`src/rtl/hazard_unit_pkg.sv`:
```
// Shared pipeline definitions: register-index width, multiply/divide defaults
// and the source-operand match helper used by the hazard and forwarding units.
package hazard_unit_pkg;

  localparam int REG_W          = 5;
  localparam int MUL_CYCLES_DEF = 4;
  localparam int DIV_CYCLES_DEF = 32;

  // True when a producer register r feeds a source operand of the ID instruction; $0 never matches.
  function automatic logic reg_match(input logic [REG_W-1:0] r,
                                     input logic [REG_W-1:0] rs,
                                     input logic [REG_W-1:0] rt,
                                     input logic             uses_rt);
    return (r != '0) && ((r == rs) || (uses_rt && (r == rt)));
  endfunction

endpackage

```
`src/rtl/hazard_unit_if.sv`:
```
// Pipeline-to-hazard-controller signal bundle; the pipeline is the master.
// StallCount/FlushCount exist only when HAZARD_STATS_EN is defined.
interface hazard_unit_if;
  import hazard_unit_pkg::*;

  logic [REG_W-1:0] IF_ID_Rs;
  logic [REG_W-1:0] IF_ID_Rt;
  logic             IF_ID_UsesRt;
  logic             IF_ID_Branch;
  logic             IF_ID_Mul;
  logic             IF_ID_Div;
  logic             IF_ID_ReadsHiLo;
  logic             BranchTaken;
  logic             ID_EX_MemRead;
  logic [REG_W-1:0] ID_EX_Rd;
  logic             EX_MEM_MemRead;
  logic [REG_W-1:0] EX_MEM_Rd;
  logic             PCWrite;
  logic             IF_ID_Write;
  logic             IF_ID_Flush;
  logic             ID_EX_Bubble;
  logic             MulDivStart;
  logic             MulDivBusy;
`ifdef HAZARD_STATS_EN
  logic [31:0]      StallCount;
  logic [31:0]      FlushCount;
`endif

  modport master (
    output IF_ID_Rs, IF_ID_Rt, IF_ID_UsesRt, IF_ID_Branch, IF_ID_Mul, IF_ID_Div,
           IF_ID_ReadsHiLo, BranchTaken, ID_EX_MemRead, ID_EX_Rd, EX_MEM_MemRead, EX_MEM_Rd,
    input  PCWrite, IF_ID_Write, IF_ID_Flush, ID_EX_Bubble, MulDivStart, MulDivBusy
`ifdef HAZARD_STATS_EN
    , input StallCount, FlushCount
`endif
  );

  modport slave (
    input  IF_ID_Rs, IF_ID_Rt, IF_ID_UsesRt, IF_ID_Branch, IF_ID_Mul, IF_ID_Div,
           IF_ID_ReadsHiLo, BranchTaken, ID_EX_MemRead, ID_EX_Rd, EX_MEM_MemRead, EX_MEM_Rd,
    output PCWrite, IF_ID_Write, IF_ID_Flush, ID_EX_Bubble, MulDivStart, MulDivBusy
`ifdef HAZARD_STATS_EN
    , output StallCount, FlushCount
`endif
  );

endinterface

```
`src/rtl/hazard_unit_muldiv_timer.sv`:
```
// Busy timer for the HI/LO multiply/divide unit: loads on start, counts down to idle.
// busy_o is registered; it rises the cycle after a start and lasts MUL_CYCLES or DIV_CYCLES.
module muldiv_timer
  import hazard_unit_pkg::*;
#(
  parameter int MUL_CYCLES = MUL_CYCLES_DEF,
  parameter int DIV_CYCLES = DIV_CYCLES_DEF
) (
  input  logic clk,
  input  logic rst,
  input  logic start_mul_i,
  input  logic start_div_i,
  output logic busy_o
);

  localparam int CNT_W = $clog2(DIV_CYCLES + 1);

  logic [CNT_W-1:0] cnt_q, cnt_d;

  // Divide wins if both starts are raised together.
  always_comb begin
    cnt_d = cnt_q;
    if (start_div_i) begin
      cnt_d = CNT_W'(DIV_CYCLES);
    end else if (start_mul_i) begin
      cnt_d = CNT_W'(MUL_CYCLES);
    end else if (cnt_q != '0) begin
      cnt_d = cnt_q - CNT_W'(1);
    end
  end

  always_ff @(posedge clk) begin
    if (rst) begin
      cnt_q <= '0;
    end else begin
      cnt_q <= cnt_d;
    end
  end

  assign busy_o = (cnt_q != '0);

endmodule

```
`src/rtl/hazard_unit.sv`:
```
// Hazard controller: load-use / branch-after-load / HI/LO stalls, taken-branch flush, mul/div start.
// Zero-latency combinational outputs; HAZARD_STATS_EN adds StallCount/FlushCount counters.
module hazard_unit
  import hazard_unit_pkg::*;
#(
  parameter int MUL_CYCLES = MUL_CYCLES_DEF,
  parameter int DIV_CYCLES = DIV_CYCLES_DEF
) (
  input logic          clk,
  input logic          rst,
  hazard_unit_if.slave hz
);

  logic busy;
  logic load_use;
  logic branch_load;
  logic hilo_conflict;
  logic md_req;
  logic stall;
  logic flush;
  logic start;

  assign md_req        = hz.IF_ID_Mul | hz.IF_ID_Div;
  assign load_use      = hz.ID_EX_MemRead &
                         reg_match(hz.ID_EX_Rd, hz.IF_ID_Rs, hz.IF_ID_Rt, hz.IF_ID_UsesRt);
  assign branch_load   = hz.IF_ID_Branch & hz.EX_MEM_MemRead &
                         reg_match(hz.EX_MEM_Rd, hz.IF_ID_Rs, hz.IF_ID_Rt, hz.IF_ID_UsesRt);
  assign hilo_conflict = busy & (hz.IF_ID_ReadsHiLo | md_req);

  // Reset holds the front end open and suppresses any start.
  assign stall = ~rst & (load_use | branch_load | hilo_conflict);
  assign flush = ~rst & hz.BranchTaken & ~stall;
  assign start = ~rst & md_req & ~stall & ~busy;

  assign hz.PCWrite      = ~stall;
  assign hz.IF_ID_Write  = ~stall;
  assign hz.ID_EX_Bubble = stall;
  assign hz.IF_ID_Flush  = flush;
  assign hz.MulDivStart  = start;
  assign hz.MulDivBusy   = busy;

  muldiv_timer #(
    .MUL_CYCLES (MUL_CYCLES),
    .DIV_CYCLES (DIV_CYCLES)
  ) u_timer (
    .clk         (clk),
    .rst         (rst),
    .start_mul_i (start & ~hz.IF_ID_Div),
    .start_div_i (start & hz.IF_ID_Div),
    .busy_o      (busy)
  );

`ifdef HAZARD_STATS_EN
  logic [31:0] stall_cnt_q, stall_cnt_d;
  logic [31:0] flush_cnt_q, flush_cnt_d;

  always_comb begin
    stall_cnt_d = stall_cnt_q + {31'b0, stall};
    flush_cnt_d = flush_cnt_q + {31'b0, flush};
  end

  always_ff @(posedge clk) begin
    if (rst) begin
      stall_cnt_q <= '0;
      flush_cnt_q <= '0;
    end else begin
      stall_cnt_q <= stall_cnt_d;
      flush_cnt_q <= flush_cnt_d;
    end
  end

  assign hz.StallCount = stall_cnt_q;
  assign hz.FlushCount = flush_cnt_q;
`endif

endmodule

```
`src/flat_wrapper.sv`:
```
// flat-port wrapper written by rule: the top's interface ports become plain ports
module hazard_unit_flat import hazard_unit_pkg::*;
#(
  parameter int MUL_CYCLES = MUL_CYCLES_DEF,
  parameter int DIV_CYCLES = DIV_CYCLES_DEF
)
  (clk, rst, hz_IF_ID_Rs, hz_IF_ID_Rt, hz_IF_ID_UsesRt, hz_IF_ID_Branch, hz_IF_ID_Mul, hz_IF_ID_Div, hz_IF_ID_ReadsHiLo, hz_BranchTaken, hz_ID_EX_MemRead, hz_ID_EX_Rd, hz_EX_MEM_MemRead, hz_EX_MEM_Rd, hz_PCWrite, hz_IF_ID_Write, hz_IF_ID_Flush, hz_ID_EX_Bubble, hz_MulDivStart, hz_MulDivBusy);
  hazard_unit_if hz_i ();
  input logic clk;
  input logic rst;
  input wire logic [$bits(hz_i.IF_ID_Rs)-1:0] hz_IF_ID_Rs;
  input wire logic [$bits(hz_i.IF_ID_Rt)-1:0] hz_IF_ID_Rt;
  input wire logic [$bits(hz_i.IF_ID_UsesRt)-1:0] hz_IF_ID_UsesRt;
  input wire logic [$bits(hz_i.IF_ID_Branch)-1:0] hz_IF_ID_Branch;
  input wire logic [$bits(hz_i.IF_ID_Mul)-1:0] hz_IF_ID_Mul;
  input wire logic [$bits(hz_i.IF_ID_Div)-1:0] hz_IF_ID_Div;
  input wire logic [$bits(hz_i.IF_ID_ReadsHiLo)-1:0] hz_IF_ID_ReadsHiLo;
  input wire logic [$bits(hz_i.BranchTaken)-1:0] hz_BranchTaken;
  input wire logic [$bits(hz_i.ID_EX_MemRead)-1:0] hz_ID_EX_MemRead;
  input wire logic [$bits(hz_i.ID_EX_Rd)-1:0] hz_ID_EX_Rd;
  input wire logic [$bits(hz_i.EX_MEM_MemRead)-1:0] hz_EX_MEM_MemRead;
  input wire logic [$bits(hz_i.EX_MEM_Rd)-1:0] hz_EX_MEM_Rd;
  output wire logic [$bits(hz_i.PCWrite)-1:0] hz_PCWrite;
  output wire logic [$bits(hz_i.IF_ID_Write)-1:0] hz_IF_ID_Write;
  output wire logic [$bits(hz_i.IF_ID_Flush)-1:0] hz_IF_ID_Flush;
  output wire logic [$bits(hz_i.ID_EX_Bubble)-1:0] hz_ID_EX_Bubble;
  output wire logic [$bits(hz_i.MulDivStart)-1:0] hz_MulDivStart;
  output wire logic [$bits(hz_i.MulDivBusy)-1:0] hz_MulDivBusy;
  assign hz_i.IF_ID_Rs = hz_IF_ID_Rs;
  assign hz_i.IF_ID_Rt = hz_IF_ID_Rt;
  assign hz_i.IF_ID_UsesRt = hz_IF_ID_UsesRt;
  assign hz_i.IF_ID_Branch = hz_IF_ID_Branch;
  assign hz_i.IF_ID_Mul = hz_IF_ID_Mul;
  assign hz_i.IF_ID_Div = hz_IF_ID_Div;
  assign hz_i.IF_ID_ReadsHiLo = hz_IF_ID_ReadsHiLo;
  assign hz_i.BranchTaken = hz_BranchTaken;
  assign hz_i.ID_EX_MemRead = hz_ID_EX_MemRead;
  assign hz_i.ID_EX_Rd = hz_ID_EX_Rd;
  assign hz_i.EX_MEM_MemRead = hz_EX_MEM_MemRead;
  assign hz_i.EX_MEM_Rd = hz_EX_MEM_Rd;
  assign hz_PCWrite = hz_i.PCWrite;
  assign hz_IF_ID_Write = hz_i.IF_ID_Write;
  assign hz_IF_ID_Flush = hz_i.IF_ID_Flush;
  assign hz_ID_EX_Bubble = hz_i.ID_EX_Bubble;
  assign hz_MulDivStart = hz_i.MulDivStart;
  assign hz_MulDivBusy = hz_i.MulDivBusy;
  hazard_unit #(.MUL_CYCLES(MUL_CYCLES), .DIV_CYCLES(DIV_CYCLES)) u_core (.clk(clk), .rst(rst), .hz(hz_i));
endmodule
```
`config.mk`:
```
export PLATFORM = sky130hd
export DESIGN_NAME = hazard_unit_flat
export DESIGN_NICKNAME = d
export VERILOG_FILES = /design/src/rtl/hazard_unit_pkg.sv /design/src/rtl/hazard_unit_if.sv /design/src/rtl/hazard_unit_muldiv_timer.sv /design/src/rtl/hazard_unit.sv /design/src/flat_wrapper.sv
export SDC_FILE = /design/constraint.sdc
export NUM_CORES = 1
export LEC_CHECK = 0
export CAP_MARGIN = 40
export CORE_MARGIN = 2
export CORE_UTILIZATION = 40
export CTS_CLUSTER_DIAMETER = 50
export DETAILED_ROUTE_END_ITERATION = 8
export PLACE_DENSITY = 0.81
export SKIP_LAST_GASP = 1
export SLEW_MARGIN = 10
export SYNTH_ARGS = -nofsm -noshare
export SYNTH_HDL_FRONTEND = slang
export SYNTH_HIERARCHICAL = 1
export SYNTH_SLANG_ARGS = --single-unit
```
`constraint.sdc`:
```
create_clock -name clk -period 4.5 [get_ports clk]
set_clock_uncertainty 0.05 [all_clocks]
set_input_delay 0.45 -clock clk [delete_from_list [all_inputs] [get_ports clk]]
set_output_delay 0.45 -clock clk [all_outputs]
set_load 0.005 [all_outputs]
```
[Word-level counts from Yosys, hierarchy flattened]
Cells that the tools add are included.
Storage, ports and cells
  register bits: 6
  bits of input ports: 30
  output and inout port bits: 6
  word-level logic and storage cells: 44
Operators by class
  add/sub/neg operators: 1
  equal/unequal tests: 4
  muxes and demuxes: 3
  bitwise logic cells: 20
  reduce and logical (&&, ||, !) cells: 13
Operators with widths (number)
  5-bit == test: 4
  6-bit 2-to-1 mux: 3
  1-bit bitwise AND: 12
  5-bit nonzero test: 2
  6-bit nonzero test: 1
  6-bit by 1-bit subtractor with 6-bit output (second input constant): 1
  1-bit logical AND: 4
  1-bit inverter: 4
  1-bit bitwise OR: 4
  3-bit nonzero test: 1
  3-bit OR reduction: 1
  1-bit logical OR: 2
  2-bit nonzero test: 1
  2-bit OR reduction: 1

[Depth between registers and ports, before layout]
  depth after elaboration: 14
  gate-level depth with buffers: 8
  depth with buffers taken out: 8

[By module]
Netlist, hierarchy kept.
Modules (own cells, without submodules)
  hazard_unit: instances 1, cells an instance 43, area each 345.3 µm², seq. area each 0.0 µm²
  muldiv_timer: instances 1, cells an instance 38, area each 342.8 µm², seq. area each 120.1 µm²

[Worst setup path after synthesis]
Ideal clock, no wire load.
  path type: input port to flip-flop
  start: input port hz_EX_MEM_Rd[1]
  end: register u_core.u_timer.cnt_q[5]
  setup time: 0.122 ns
  arrival time: 2.067 ns
  data required time: 4.328 ns
  path slack: 2.261 ns
  cell stages on the path: 6
  buffers on the path: 0
  cells stage by stage: or4_4 > o211ai_2 > o22ai_2 > nor4_1 > nor4_1 > a311o_1
Between the ends
  word-level cells in the longest chain between the ends: 14
  elaborated cells on any way between the ends: 18
  those cells by class: eq/ne (2); mux (2); bitwise (9); reduce/logical (5)
RTL lines
  start: declaration: line flat_wrapper.sv:22  | input wire logic [$bits(hz_i.EX_MEM_Rd)-1:0] hz_EX_MEM_Rd;
  5-bit == test: line hazard_unit_pkg.sv:14  | return (r != '0) && ((r == rs) || (uses_rt && (r == rt)));
  1-bit logical AND: line hazard_unit_pkg.sv:14
  1-bit logical OR: line hazard_unit_pkg.sv:14
  1-bit logical AND (*): line hazard_unit_pkg.sv:14
  1-bit bitwise AND (*): line hazard_unit.sv:26  | assign branch_load = hz.IF_ID_Branch & hz.EX_MEM_MemRead &
  1-bit bitwise OR (*) (2 in a row): line hazard_unit.sv:31  | assign stall = ~rst & (load_use | branch_load | hilo_conflict);
  1-bit bitwise AND (*): line hazard_unit.sv:31
  1-bit inverter (*): line hazard_unit.sv:33  | assign start = ~rst & md_req & ~stall & ~busy;
  1-bit bitwise AND (*) (2 in a row): line hazard_unit.sv:33
  1-bit bitwise AND: line hazard_unit.sv:48  | .start_mul_i (start & ~hz.IF_ID_Div),
  6-bit 2-to-1 mux: line hazard_unit_muldiv_timer.sv:25  | end else if (start_mul_i) begin
  6-bit 2-to-1 mux: line hazard_unit_muldiv_timer.sv:23  | if (start_div_i) begin
  end signal: assignment: line hazard_unit_muldiv_timer.sv:36  | cnt_q <= cnt_d;
  end: declaration: line hazard_unit_muldiv_timer.sv:18  | logic [CNT_W-1:0] cnt_q, cnt_d;
Every way passes the cells marked *; elsewhere a longest branch is shown, timed or not.
A chain may end at the register's enable or synchronous reset.

[Worst setup path after layout]
  start: input port hz_EX_MEM_Rd[1]
  end: output port hz_IF_ID_Flush
Between the ends
  word-level cells in the longest chain between the ends: 10
  elaborated cells on any way between the ends: 12
  those cells by class: eq/ne (2); bitwise (6); reduce/logical (4)
RTL lines
  5-bit == test: line hazard_unit_pkg.sv:14
  1-bit logical AND: line hazard_unit_pkg.sv:14
  1-bit logical OR: line hazard_unit_pkg.sv:14
  1-bit logical AND (*): line hazard_unit_pkg.sv:14
  1-bit bitwise AND (*): line hazard_unit.sv:26
  1-bit bitwise OR (*) (2 in a row): line hazard_unit.sv:31
  1-bit bitwise AND (*): line hazard_unit.sv:31
  1-bit inverter (*): line hazard_unit.sv:32  | assign flush = ~rst & hz.BranchTaken & ~stall;
  1-bit bitwise AND (*): line hazard_unit.sv:32
  end: declaration: line flat_wrapper.sv:25  | output wire logic [$bits(hz_i.IF_ID_Flush)-1:0] hz_IF_ID_Flush;
Marked as above.

==> metrics <==
drt wl/cell approximately 15 um; antenna violations before repair 0; fill cell count 133; Routed Antenna Nets 0; CP max stage delay 560 ps; share of post-route cells with drive strength above 1 10.2%; post_cts resized 0; core area 1560 um2; Die ar. 2070 um2; CTS H-tree lvls 1; Sw Share 41.8%; top cell family by delay on the critical path buffers and inverters; startpoint types primary input; max-cap violation count 0; 1st-pass router iterations 4; Slew Limit Fails 0; hold_buf cts 0; LEAKAGE 0.399 nW; Post-CTS Repair Setup Buffers 0; Worst EP required about 4000 ps; critical setup path kind primary input to primary output; DRC viols 0; clock power share 10.1%; Tightest Hold Check Type flop to flop; Slew Limit Headroom 60.2%; die width 45.5 um; Die Height 45.5 um; count leader, synth xor2_1; area added between synthesis and finish 56.0%; Hold Vio Cnt, Final 0; sequential share of power 21.2%; WP data arrival 2610 ps; GRT Total Usage a little over a fifth; Post-Syn Instances 81; cell area after synthesis 688 um2; Slowest-stage cell, CP or4_4; max FFs per register 6; Clk Latency, worst-skew pair roughly 250 ps; setup tns final 0 ps; M1 GR Usage around 29%; IO Count 36; initial core utilization 44.1%; Distinct cells, synth 35; largest net degree at the start of global routing 12; Routed Wire Length 1970 um; sequential area share after synthesis 17.5%; Detailed Place HPWL between 1500 and 2000 um; Worst Tran Pin Value ~590 ps; maximum clock frequency about 320 MHz; crit-path most repeated cell clkdlybuf4s50_1; PortBufs 35; global-route wire length before repair 3300 um; clock root cell clkbuf_4; syn_nets 113; number of global-route vias before repair between 700 and 800; Final setup viols 0; Biggest register u_core/u_timer/cnt_q; TritonCTS Buffers 3; Avg Inst Size Synth roughly 8.5 um2; Post-synth ARST share 0%; maximum clock path buffer count 2; clock transition at the registers of the reported paths 50 ps; EDFF count, synth 0; Int Pwr around 0.00030 W; fin nets around 150; Comb power frac between 60% and 70%; commonest cells in the netlist xor2_1 (18), nor3_1 (7), dfxtp_1 (6); CP Max Fanout 6; Vias 767; std cell rows 14; clock sink total 6; fin crit share 69.1%; routability cong. 0.902; Synth Register Bits 6; Net Switching 0.000216 W; post-DR vias/cell 5.72; VDD IR max 0.000292 V; post-layout util 68.9%; Synth area leaders xor2_1 (23%), dfxtp_1 (17%), nor3_1 (5.1%); post-synth top area share 22.9%; main flop type after synthesis dfxtp_1; Pwr Density 481 nW/um2; RSZ-0062 raised after global routing no; Tmin final 3110 ps; Synth Warn # 6; biggest regs u_core/u_timer/cnt_q (6); GRT met3 Usage 7.14%; crit path capture type primary output; Buf/Inv on CP 2; met2 GRT Util 34.1%; Yosys top cell by area xor2_1; critical path cell sequence clkdlybuf4s50_1, or4_4, o211ai_2, o22ai_2, nor4b_1, clkdlybuf4s50_1; Initial DRC Count 18; busiest grt layer met2; ANT cells 0; CTS tree yes; run status finished clean; total gr overflow 0
==> placed cells by master, fill, tap and decap left out, types with 2 or more instances in the layout <==
master,Yosys,routed
clkdlybuf4s50_1,0,35
xor2_1,18,18
nor3_1,7,7
dfxtp_1,6,6
nor4_1,5,5
xnor2_1,4,4
nor2_1,4,4
inv_1,4,4
clkbuf_4,0,3
a32oi_1,2,2
nor4b_1,2,2
nor2b_1,2,2
a21oi_1,2,2
ha_1,2,2
==> layer usage <==
metal	wire length (um)	part of all wire [%]
met1	898	46
met2	928	47
met5	0	0
met3	145	7.3
met4	0	0
==> metrics by stage <==
stage	hold slack [ps]	setup slack [ps]	instance area, um2	total power, W	cells
after floorplan	423	2260	688	0.000338	81
after global placement	445	1440	1050	0.000453	131
after detailed placement	448	1400	1050	0.000459	131
after CTS	474	1380	1070	0.000518	134
after global routing	496	1320	1070	0.000558	134
final	474	1390	1070	0.000516	134
==> power by group through the flow <==
stage          Sequential (W)   Clock, W  Combinational (W)
6_report             0.000109  0.0000522           0.000354
4_1_cts              0.000109  0.0000545           0.000354
2_1_floorplan        0.000102          0           0.000236
3_5_place_dp         0.000110          0           0.000350
5_1_grt              0.000112  0.0000584           0.000387
3_3_place_gp         0.000108          0           0.000345
==> tightest hold or removal path, delay by kind of cell (launching register included) <==
family	cells	cell delay [ps]
flops	1	330
simple gates	1	70
compound gates	1	70
==> cell families after synthesis <==
| logic type | share of synthesized area (%) |
|---|---|
| flops | 17.5 |
| xor+xnor | 28.0 |
| fa+ha+maj | 3.64 |
| simple gates | 27.3 |
| buf+inv | 3.82 |
| compound gates | 19.8 |
==> path summary, 6_finish.rpt <==
path / startpoint / to / slack (ps) / depth (start not counted)
worst max-delay path: hz_EX_MEM_Rd[1] / hz_IF_ID_Flush / 1390 / 6
worst max register to register: u_core/u_timer/cnt_q[0]$_SDFFE_PP0N_ / u_core/u_timer/cnt_q[5]$_SDFFE_PP0P_ / 2130 / 8
worst min-delay path: u_core/u_timer/cnt_q[0]$_SDFFE_PP0N_ / u_core/u_timer/cnt_q[0]$_SDFFE_PP0N_ / 470 / 2
worst min register to register: u_core/u_timer/cnt_q[0]$_SDFFE_PP0N_ / u_core/u_timer/cnt_q[0]$_SDFFE_PP0N_ / 470 / 2
==> cell type report <==
cell class              count  area, um2  area share (%)
flip-flops and latches      6        120            11.2
well taps                  16       20.0            1.86
repair buffers             35        350            32.6
inverters                   5       18.8            1.75
multi-input cells          69        542            50.5
clock buffers               3       22.5            2.10
No activity file was read; power rests on OpenSTA's default activity.
